==> config.mk <==
export PLATFORM = sky130hd
export DESIGN_NAME = fifo_ft
export DESIGN_NICKNAME = d
export VERILOG_FILES = /design/src/rtl/fifo_pkg.sv /design/src/rtl/fifo_ptr.sv /design/src/rtl/fifo_ft.sv
export SDC_FILE = /design/constraint.sdc
export NUM_CORES = 1
export LEC_CHECK = 0
export ABC_CLOCK_PERIOD_IN_PS = 7700
export CAP_MARGIN = 10
export CORE_MARGIN = 2
export CORE_UTILIZATION = 44
export CTS_CLUSTER_DIAMETER = 80
export CTS_CLUSTER_SIZE = 12
export DETAILED_ROUTE_END_ITERATION = 8
export GPL_TIMING_DRIVEN = 0
export SYNTH_ARGS = -nofsm -noshare
export SYNTH_HDL_FRONTEND = slang
export SYNTH_HIERARCHICAL = 1
export SYNTH_SLANG_ARGS = --single-unit
==> constraint.sdc <==
create_clock -name clk_i -period 7.7 [get_ports clk_i]
set_clock_uncertainty 0.15 [all_clocks]
set_input_delay 1.54 -clock clk_i [delete_from_list [all_inputs] [get_ports clk_i]]
set_output_delay 1.54 -clock clk_i [all_outputs]
set_load 0.05 [all_outputs]
==> src/rtl/fifo_pkg.sv <==
// Shared helpers for the fall-through FIFO: pointer sizing and wrap-around
// increment for indices into a storage array of arbitrary depth.
package fifo_pkg;

  // Index width for a storage array of `depth` entries, never less than 1 bit.
  function automatic int unsigned ptr_bits(input int unsigned depth);
    return (depth <= 2) ? 1 : $clog2(depth);
  endfunction

  // Increment with wrap from depth-1 back to 0, so depth need not be a power of two.
  function automatic logic [31:0] next_ptr(input logic [31:0] ptr, input logic [31:0] depth);
    return (ptr >= depth - 32'd1) ? 32'd0 : ptr + 32'd1;
  endfunction

endpackage

==> src/rtl/fifo_ptr.sv <==
// Wrap-around index counter used for the FIFO read and write pointers.
// Ports:
//   clk_i  - clock, rising edge
//   rst_i  - synchronous reset, active-high (index -> 0)
//   clr_i  - synchronous clear (index -> 0), lower priority than rst_i
//   inc_i  - advance index by one, wrapping at DEPTH-1
//   idx_o  - current index
module fifo_ptr
  import fifo_pkg::*;
#(
  parameter int DEPTH = 8,
  parameter int PW    = int'(ptr_bits(DEPTH))
) (
  input  logic          clk_i,
  input  logic          rst_i,
  input  logic          clr_i,
  input  logic          inc_i,
  output logic [PW-1:0] idx_o
);

  logic [PW-1:0] idx_q;
  logic [PW-1:0] idx_d;

  always_comb begin
    idx_d = idx_q;
    if (clr_i) begin
      idx_d = '0;
    end else if (inc_i) begin
      idx_d = PW'(next_ptr(32'(idx_q), 32'(DEPTH)));
    end
  end

  always_ff @(posedge clk_i) begin
    if (rst_i) begin
      idx_q <= '0;
    end else begin
      idx_q <= idx_d;
    end
  end

  assign idx_o = idx_q;

endmodule

==> src/rtl/fifo_ft.sv <==
// Single-clock register-based FIFO with optional fall-through, push-while-full
// (when paired with a pop), programmable almost-full/almost-empty flags and
// sticky overflow/underflow error flags.
// Ports:
//   clk_i, rst_i          - clock and synchronous active-high reset
//   flush_i               - synchronous flush (same effect as reset, lower priority)
//   push_i, data_i        - write request and data
//   pop_i, data_o         - read request and head entry
//   full_o, empty_o       - usage == DEPTH / usage == 0
//   almost_full_o         - usage >= AF_THRESH
//   almost_empty_o        - usage <= AE_THRESH
//   usage_o               - number of stored entries
//   overflow_o            - sticky: a push was rejected
//   underflow_o           - sticky: a pop was rejected
module fifo_ft
  import fifo_pkg::*;
#(
  parameter int  DATA_WIDTH   = 32,
  parameter int  DEPTH        = 8,
  parameter bit  FALL_THROUGH = 1'b0,
  parameter int  AF_THRESH    = DEPTH - 1,
  parameter int  AE_THRESH    = 1,
  parameter type DTYPE        = logic [DATA_WIDTH-1:0],
  parameter int  INDEX_BITS   = $clog2(DEPTH + 1)
) (
  input  logic                  clk_i,
  input  logic                  rst_i,
  input  logic                  flush_i,
  input  logic                  push_i,
  input  DTYPE                  data_i,
  input  logic                  pop_i,
  output DTYPE                  data_o,
  output logic                  full_o,
  output logic                  empty_o,
  output logic                  almost_full_o,
  output logic                  almost_empty_o,
  output logic [INDEX_BITS-1:0] usage_o,
  output logic                  overflow_o,
  output logic                  underflow_o
);

  localparam int          PW   = int'(ptr_bits(DEPTH));
  localparam logic [31:0] AF_T = 32'(AF_THRESH);
  localparam logic [31:0] AE_T = 32'(AE_THRESH);

  if (DEPTH < 1) begin : g_depth_check
    $error("fifo_ft: DEPTH must be at least 1");
  end

  DTYPE                  mem_q [DEPTH];
  logic [PW-1:0]         rd_ptr;
  logic [PW-1:0]         wr_ptr;
  logic [INDEX_BITS-1:0] usage_q, usage_d;
  logic                  overflow_q, overflow_d;
  logic                  underflow_q, underflow_d;

  logic empty, full;
  logic push, pop, bypass;
  logic do_wr, do_rd;

  assign empty = (usage_q == '0);
  assign full  = (usage_q == INDEX_BITS'(DEPTH));

  assign pop    = pop_i & (~empty | (FALL_THROUGH & push_i));
  // When full the pop frees the head slot in the same cycle, so the push fits.
  assign push   = push_i & (~full | pop_i);
  // Empty fall-through push+pop hands data_i straight through; nothing is stored.
  assign bypass = FALL_THROUGH & empty & push_i & pop_i;

  // Flush also suppresses storage/pointer activity so a same-cycle request is ignored.
  assign do_wr = push & ~bypass & ~flush_i;
  assign do_rd = pop  & ~bypass & ~flush_i;

  always_comb begin
    usage_d     = usage_q;
    overflow_d  = overflow_q;
    underflow_d = underflow_q;
    if (flush_i) begin
      usage_d     = '0;
      overflow_d  = 1'b0;
      underflow_d = 1'b0;
    end else begin
      case ({do_wr, do_rd})
        2'b10:   usage_d = usage_q + INDEX_BITS'(1);
        2'b01:   usage_d = usage_q - INDEX_BITS'(1);
        default: usage_d = usage_q;
      endcase
      if (push_i & ~push) overflow_d  = 1'b1;
      if (pop_i  & ~pop)  underflow_d = 1'b1;
    end
  end

  always_ff @(posedge clk_i) begin
    if (rst_i) begin
      usage_q     <= '0;
      overflow_q  <= 1'b0;
      underflow_q <= 1'b0;
    end else begin
      usage_q     <= usage_d;
      overflow_q  <= overflow_d;
      underflow_q <= underflow_d;
    end
  end

  // Storage is deliberately left out of reset/flush.
  always_ff @(posedge clk_i) begin
    if (~rst_i & do_wr) begin
      mem_q[wr_ptr] <= data_i;
    end
  end

  fifo_ptr #(.DEPTH(DEPTH), .PW(PW)) u_rd_ptr (
    .clk_i (clk_i),
    .rst_i (rst_i),
    .clr_i (flush_i),
    .inc_i (do_rd),
    .idx_o (rd_ptr)
  );

  fifo_ptr #(.DEPTH(DEPTH), .PW(PW)) u_wr_ptr (
    .clk_i (clk_i),
    .rst_i (rst_i),
    .clr_i (flush_i),
    .inc_i (do_wr),
    .idx_o (wr_ptr)
  );

  always_comb begin
    if (!empty) begin
      data_o = mem_q[rd_ptr];
    end else if (FALL_THROUGH) begin
      data_o = data_i;
    end else begin
      data_o = '0;
    end
  end

  assign full_o         = full;
  assign empty_o        = empty;
  assign almost_full_o  = (32'(usage_q) >= AF_T);
  assign almost_empty_o = (32'(usage_q) <= AE_T);
  assign usage_o        = usage_q;
  assign overflow_o     = overflow_q;
  assign underflow_o    = underflow_q;

endmodule

==> impl_results.md, run 1 <==
- Status: finished clean
- Fillers: 1,845
- First-pass GRT wire length: 31,800 µm
- Worst VDD drop: 184 µV
- Initial Util: 44.5%
- Register area: 7930 µm²
- WL final: 20,900 µm
- Post-Syn Area: 10,300 µm²
- Worst slew pin tran: roughly 1.1 ns
- Root buffer cell: clkbuf_16
- Crit-path max FO: 10
- Syn Inst Count: between 400 and 500
- DP HPWL: 13,900 µm
- Post-cts resize count: 0
- I/O Pins: 79
- Worst slew margin: between 20 and 25%
- Final slew viol count: 0
- Worst EP arrival: 3.58 ns
- Startpoint types: flop
- Synth cell types: 38
- Most used DFF post-synth: edfxtp_1
- Final count of hold timing violations: 0
- Top cell type's share of synthesized area: 74.3%
- Period utilization: 68.4%
- Area growth syn-to-layout: 21.8%
- Layout cell share with drive strength beyond 1: 24.8%
- Max_cap viols: 0
- Final #Nets: 647
- CP endpoint kind: output port
- Async S/R FF share, synth: 0%
- Placer Congestion: 0.741
- Diode count: 0
- DRT antenna net count: 0
- Cts bufs inserted: 26
- GRT Residual Overflow: 0
- Hold-fix buffers, CTS: 0
- CTS max path bufs: 3
- IO buf count: 78
- Seq cells post-synth: about 270
- Core Area: 23,300 µm²
- P_leak: a little under 4 nW
- Post-CTS Setup Inserts: 0
- Setup TNS: 0 ns
- Skew-Pair Late Insertion Delay: around 0.51 ns
- Number of synthesized flops with an enable pin: 256
- Synth Net Count: 509
- Residual DRC: 0
- CP Data Required Time: 6.01 ns
- Area leader, netlist: edfxtp_1
- CTS sink count: 268
- Final min period: approximately 5.3 ns
- Dominant cells by area after synthesis: edfxtp_1, mux4_2, a22o_1
- Initial drt markers: 401
- Most common cell in the synthesized netlist: edfxtp_1
- DIE HEIGHT: 157 µm
- Syn Area/Cell: 22.3 µm²
- P per Cell Area: 228 nW/µm²
- DR WL/cell: around 23 µm
- CTS H-tree lvls: 1
- # rows: 56
- Tot GR Track Use: 17.3%
- Vias: a little over 5,000
- TritonCTS clock tree: yes
- Die Area: about 25,000 µm²
- Total power: ~0.0029 W
- Unrepaired setup endpoints after global routing: false
- Reg clk slew, reported paths: 0.06 ns
- Initial antenna violation count: 0
- Synth cell count leaders: edfxtp_1, mux4_2, a22o_1, dfxtp_1, nor2_1
- Post-synthesis sequential area ratio: ~77%
- Hold crit path type: reg -> reg
- Final Setup Violations: 0
- Vias per std cell: ~5.5
- Placed Area: 11,900 µm²
- Vias in the first global route: 5,476
- Largest net degree at the start of global routing: 22
- Combined area of the multi-input logic cells: 2300 µm²
- Chip width: 157 µm
- Finished layout cell area: approximately 13,000 µm²
- First-pass detailed-route iteration total: 4
- CP Class: reg -> out
- Synthesis warning total: 6
- FMAX: 190 MHz
==> power by group <==
group	switching, W	leakage (nW)	internal, W	total, W
clock	0.000493	0.348	0.000633	0.00113
sequential	0.00000284	2.40	0.00160	0.00161
combinational	0.0000880	1.20	0.0000562	0.000144
total	0.000584	3.95	0.00229	0.00288
==> layer usage <==
layer | up-vias | routed length, µm | GRT usage, %
met1 | 2687 | 9060 | 23.5
met5 | - | 0 | 0
li1 | 2241 | - | -
met2 | 145 | 10400 | 29.4
met3 | 37 | 1100 | 3.03
met4 | 0 | 369 | 4.16
==> cell usage in the layout, fill, tap and decap left out, drive strengths merged, types with 4 or more instances in the layout <==
cell type and instances:
clkbuf 45, dfxtp 12, a32oi 4, nor4b 4, nor3b 5, a21oi 6
edfxtp 256, nor2b 4, mux4 64, ha 9, nor3 7, buf 46
inv 7, nor2 10, clkdlybuf4s50 78, a22o 32
==> cell families (layout without fill, tap and decap cells) <==
logic type | Yosys count | in the layout | synth area share [%]
DFF | 268 | 268 | 76.6
muxes | 66 | 66 | 14.1
and+or+nand+nor | 45 | 45 | 2.85
AOI/OAI and AO/OA | 44 | 44 | 3.50
buffers and inverters | 29 | 176 | 1.62
adders and majority gates | 9 | 9 | 1.09
xor gates and xnor gates | 2 | 2 | 0.169
==> metrics by stage <==
stage,setup WS [ns],util [%],cells,hold WS (ns)
2_1_floorplan,1.54,-,463,0.393
3_3_place_gp,-2.76,49.5,860,0.310
3_5_place_dp,2.79,51.1,892,0.319
4_1_cts,2.40,54.2,929,0.337
5_1_grt,2.26,54.2,929,0.364
6_report,2.43,54.2,929,0.333
==> critical path, cell delays in order (launching register included) <==
cell             delay (ns)
dfxtp_1                0.46
inv_1                  0.11
ha_1                   0.24
nor3b_2                0.20
nor2_1                 0.36
clkbuf_1               0.56
a22o_1                 0.30
clkdlybuf4s50_1        0.83
==> cell type report <==
cell class,instances,area share (%)
Tap cell,319,3.17
Clock buffer,36,5.63
Timing Repair Buffer,110,8.60
Multi-Input combinational cell,166,18.3
Clock inverter,1,0.0695
Inverter,6,0.179
Buffer,23,1.15
Sequential cell,268,62.9
==> final timing paths <==
path          startpoint           end  slack (ns)  cells after the start
max reg2reg   usage_o[0]  mem_q[4][30]        4.26                      8
max           usage_o[0]    data_o[10]        2.43                      7
min          underflow_o   underflow_o        0.33                      2
min reg2reg  underflow_o   underflow_o        0.33                      2
==> state kept, by name, indices dropped and copies added (netlist names) <==
signal          cells
u_rd_ptr/idx_o      3
mem_q             256
underflow_o         1
usage_o             4
overflow_o          1
u_wr_ptr/idx_o      3
No activity file was read; power rests on OpenSTA's default activity.
==> run 2: changes to the inputs <==
--- a/config.mk
+++ b/config.mk
@@ -5,7 +5,7 @@
 export SDC_FILE = /design/constraint.sdc
 export NUM_CORES = 1
 export LEC_CHECK = 0
-export ABC_CLOCK_PERIOD_IN_PS = 7700
+export ABC_CLOCK_PERIOD_IN_PS = 5400
 export CAP_MARGIN = 10
 export CORE_MARGIN = 2
 export CORE_UTILIZATION = 44
==> constraint.sdc (replaced) <==
create_clock -name clk_i -period 5.4 [get_ports clk_i]
set_clock_uncertainty 0.15 [all_clocks]
set_input_delay 1.08 -clock clk_i [delete_from_list [all_inputs] [get_ports clk_i]]
set_output_delay 1.08 -clock clk_i [all_outputs]
set_load 0.05 [all_outputs]
==> run 2 against run 1 <==
Via count shrank 0.84%; worst hold slack lost 0.0050 ns; combinational power grew 44%; first-iteration DRC count grew 7.7%; power grew 42%; non-clock buffer count shrank 2; cell area is essentially flat; critical path depth is the same; sequential power grew 42%; clock power grew 42%; flip-flop and latch count is the same; critical endpoint unchanged; largest cell class unchanged; largest power group unchanged.
==> impl_results.md, run 2 (synthesis gave the netlist of run 1 again) <==
- Status: finished clean
- Post-CTS Setup Inserts: 0
- Worst EP arrival: 3.63 ns
- Period utilization: around nine tenths
- Reg clk slew, reported paths: roughly 0.06 ns
- CP Data Required Time: between 4 and 5 ns
- WL final: approximately 21,000 µm
- Clock network power share: 39.0%
- Root buffer cell: clkbuf_16
- Hold crit path type: reg -> reg
- Vias per std cell: 5.46
- Crit-path max FO: 10
- First-pass GRT wire length: 31,900 µm
- Hold-fix buffers, CTS: 0
- CTS max path bufs: 3
- CTS sink count: approximately 270
- Setup ws final: 0.538 ns
- Total power: approximately 0.0041 W
- Max_cap viols: 0
- Number of flip-flops in the largest register: 256
- CTS H-tree lvls: 1
- Vias: around 5,000
- IO buf count: 78
- FMAX: 206 MHz
- # rows: 56
- DR WL/cell: 22.6 µm
- DP HPWL: 13,600 µm
- Layout cell share with drive strength beyond 1: around a quarter
- Post-cts resize count: 0
- I/O Pins: 79
- Share of power burned in registers: between 50% and 60%
- DIE HEIGHT: about 160 µm
- Met2 Usage GRT: 29.0%
- Final slew viol count: 0
- Final Setup Violations: 0
- Initial Util: 44.5%
- Initial drt markers: 432
- CP endpoint kind: output port
- Final min period: 4.86 ns
- CP Class: reg -> out
- First-pass detailed-route iteration total: 4
- Area growth syn-to-layout: 21.9%
- M1 GR Usage: 24.6%
- Combinational share of power: 5.0%
- DRT antenna net count: 0
- Startpoint types: flop
- Internal power: 0.00327 W
- Unrepaired setup endpoints after global routing: false
- Leading cell type in the layout, fill and taps excluded: edfxtp_1
- Worst VDD drop: 248 µV
- Largest Register: mem_q
- Core Area: 23,300 µm²
- Worst slew pin tran: between 0.9 and 1 ns
- GRT Residual Overflow: 0
- Switch share: 20.2%
- Vias in the first global route: 5,383
- Skew-Pair Late Insertion Delay: between 0.5 and 0.6 ns
- Final count of hold timing violations: 0
- Worst R2R Setup Slack: 2.24 ns
- Place WS: 1.12 ns
- Residual DRC: 0
- Die Area: 24,800 µm²
- Tot GR Track Use: around 18%
- Chip width: ~160 µm
- Commonest non-fill, non-tap cells in the layout: edfxtp_1, clkdlybuf4s50_1, mux4_2, a22o_1, clkbuf_16
- Initial antenna violation count: 1
- Busiest layer in global routing: met2
- Worst slew margin: between 30% and 40%
- Setup TNS: 0 ns
- Final #Nets: between 600 and 700
- P per Cell Area: 325 nW/µm²
- Switching power total: 0.000825 W
- TritonCTS clock tree: yes
- Placer Congestion: just over 0.7
- Largest net degree at the start of global routing: 26
- Cts bufs inserted: 26
- P_leak: ~3.9 nW
- Grt met3 use: roughly 3.2%
[run 2: cell types whose count changed in the layout (fill, tap and decap cells not counted)]
cell / previous run / this run
buf_16: 1 / 0
nor4b_4: 0 / 1
nor4b_2: 4 / 3
buf_12: 1 / 2
buf_8: 0 / 3
buf_4: 24 / 20
buf_6: 14 / 13
diode_2: 0 / 1
[run 2: power by group through the flow]
stage / Clock [W] / Sequential, W / Combinational [W]
CTS: 0.00163 / 0.00229 / 0.000209
floorplan: 0 / 0.00234 / 0.000102
global route: 0.00172 / 0.00229 / 0.000221
global placement: 0 / 0.00233 / 0.000198
finish: 0.00160 / 0.00229 / 0.000207
detailed placement: 0 / 0.00233 / 0.000208
[run 2: through the flow]
stage | instance area, µm² | hold slack [ns] | instances | util [%]
after global placement | 11500 | 0.309 | 860 | 49.6
after global routing | 12600 | 0.346 | 927 | 54.2
final | 12600 | 0.328 | 928 | 54.2
after CTS | 12600 | 0.336 | 927 | 54.2
after detailed placement | 11900 | 0.322 | 890 | 51.1
after floorplan | 10400 | 0.393 | 463 | -
[run 2: layer usage]
| layer | part of all wire (%) | vias up |
|---|---|---|
| met5 | 0.052 | - |
| met4 | 1.6 | 2 |
| met3 | 5.0 | 30 |
| met2 | 50 | 129 |
| met1 | 43 | 2675 |
| li1 | - | 2231 |
[run 2: worst paths after layout]
kind	start	end	cells after the start
setup / recovery	usage_o[0]	data_o[10]	7
hold / removal	overflow_o	overflow_o	2
setup reg to reg	usage_o[0]	mem_q[1][30]	7
hold reg to reg	overflow_o	overflow_o	2
[run 2: layout make-up]
class | instances | area, µm²
timing repair buffer | 108 | 1080
fill | 1828 | 10700
antenna | 1 | 2.50
clock inverter | 1 | 8.76
clock buffer | 36 | 709
tap | 319 | 399
buffer | 23 | 145
sequential | 268 | 7930
multi-input combinational | 166 | 2310
inverter | 6 | 22.5
[run 2: worst max-delay path, cell delays in order, from the launching register on]
cell	delay (ns)
dfxtp_1	0.46
inv_1	0.11
ha_1	0.24
nor3b_2	0.20
nor2_1	0.40
clkbuf_1	0.59
a22o_1	0.30
clkdlybuf4s50_1	0.82
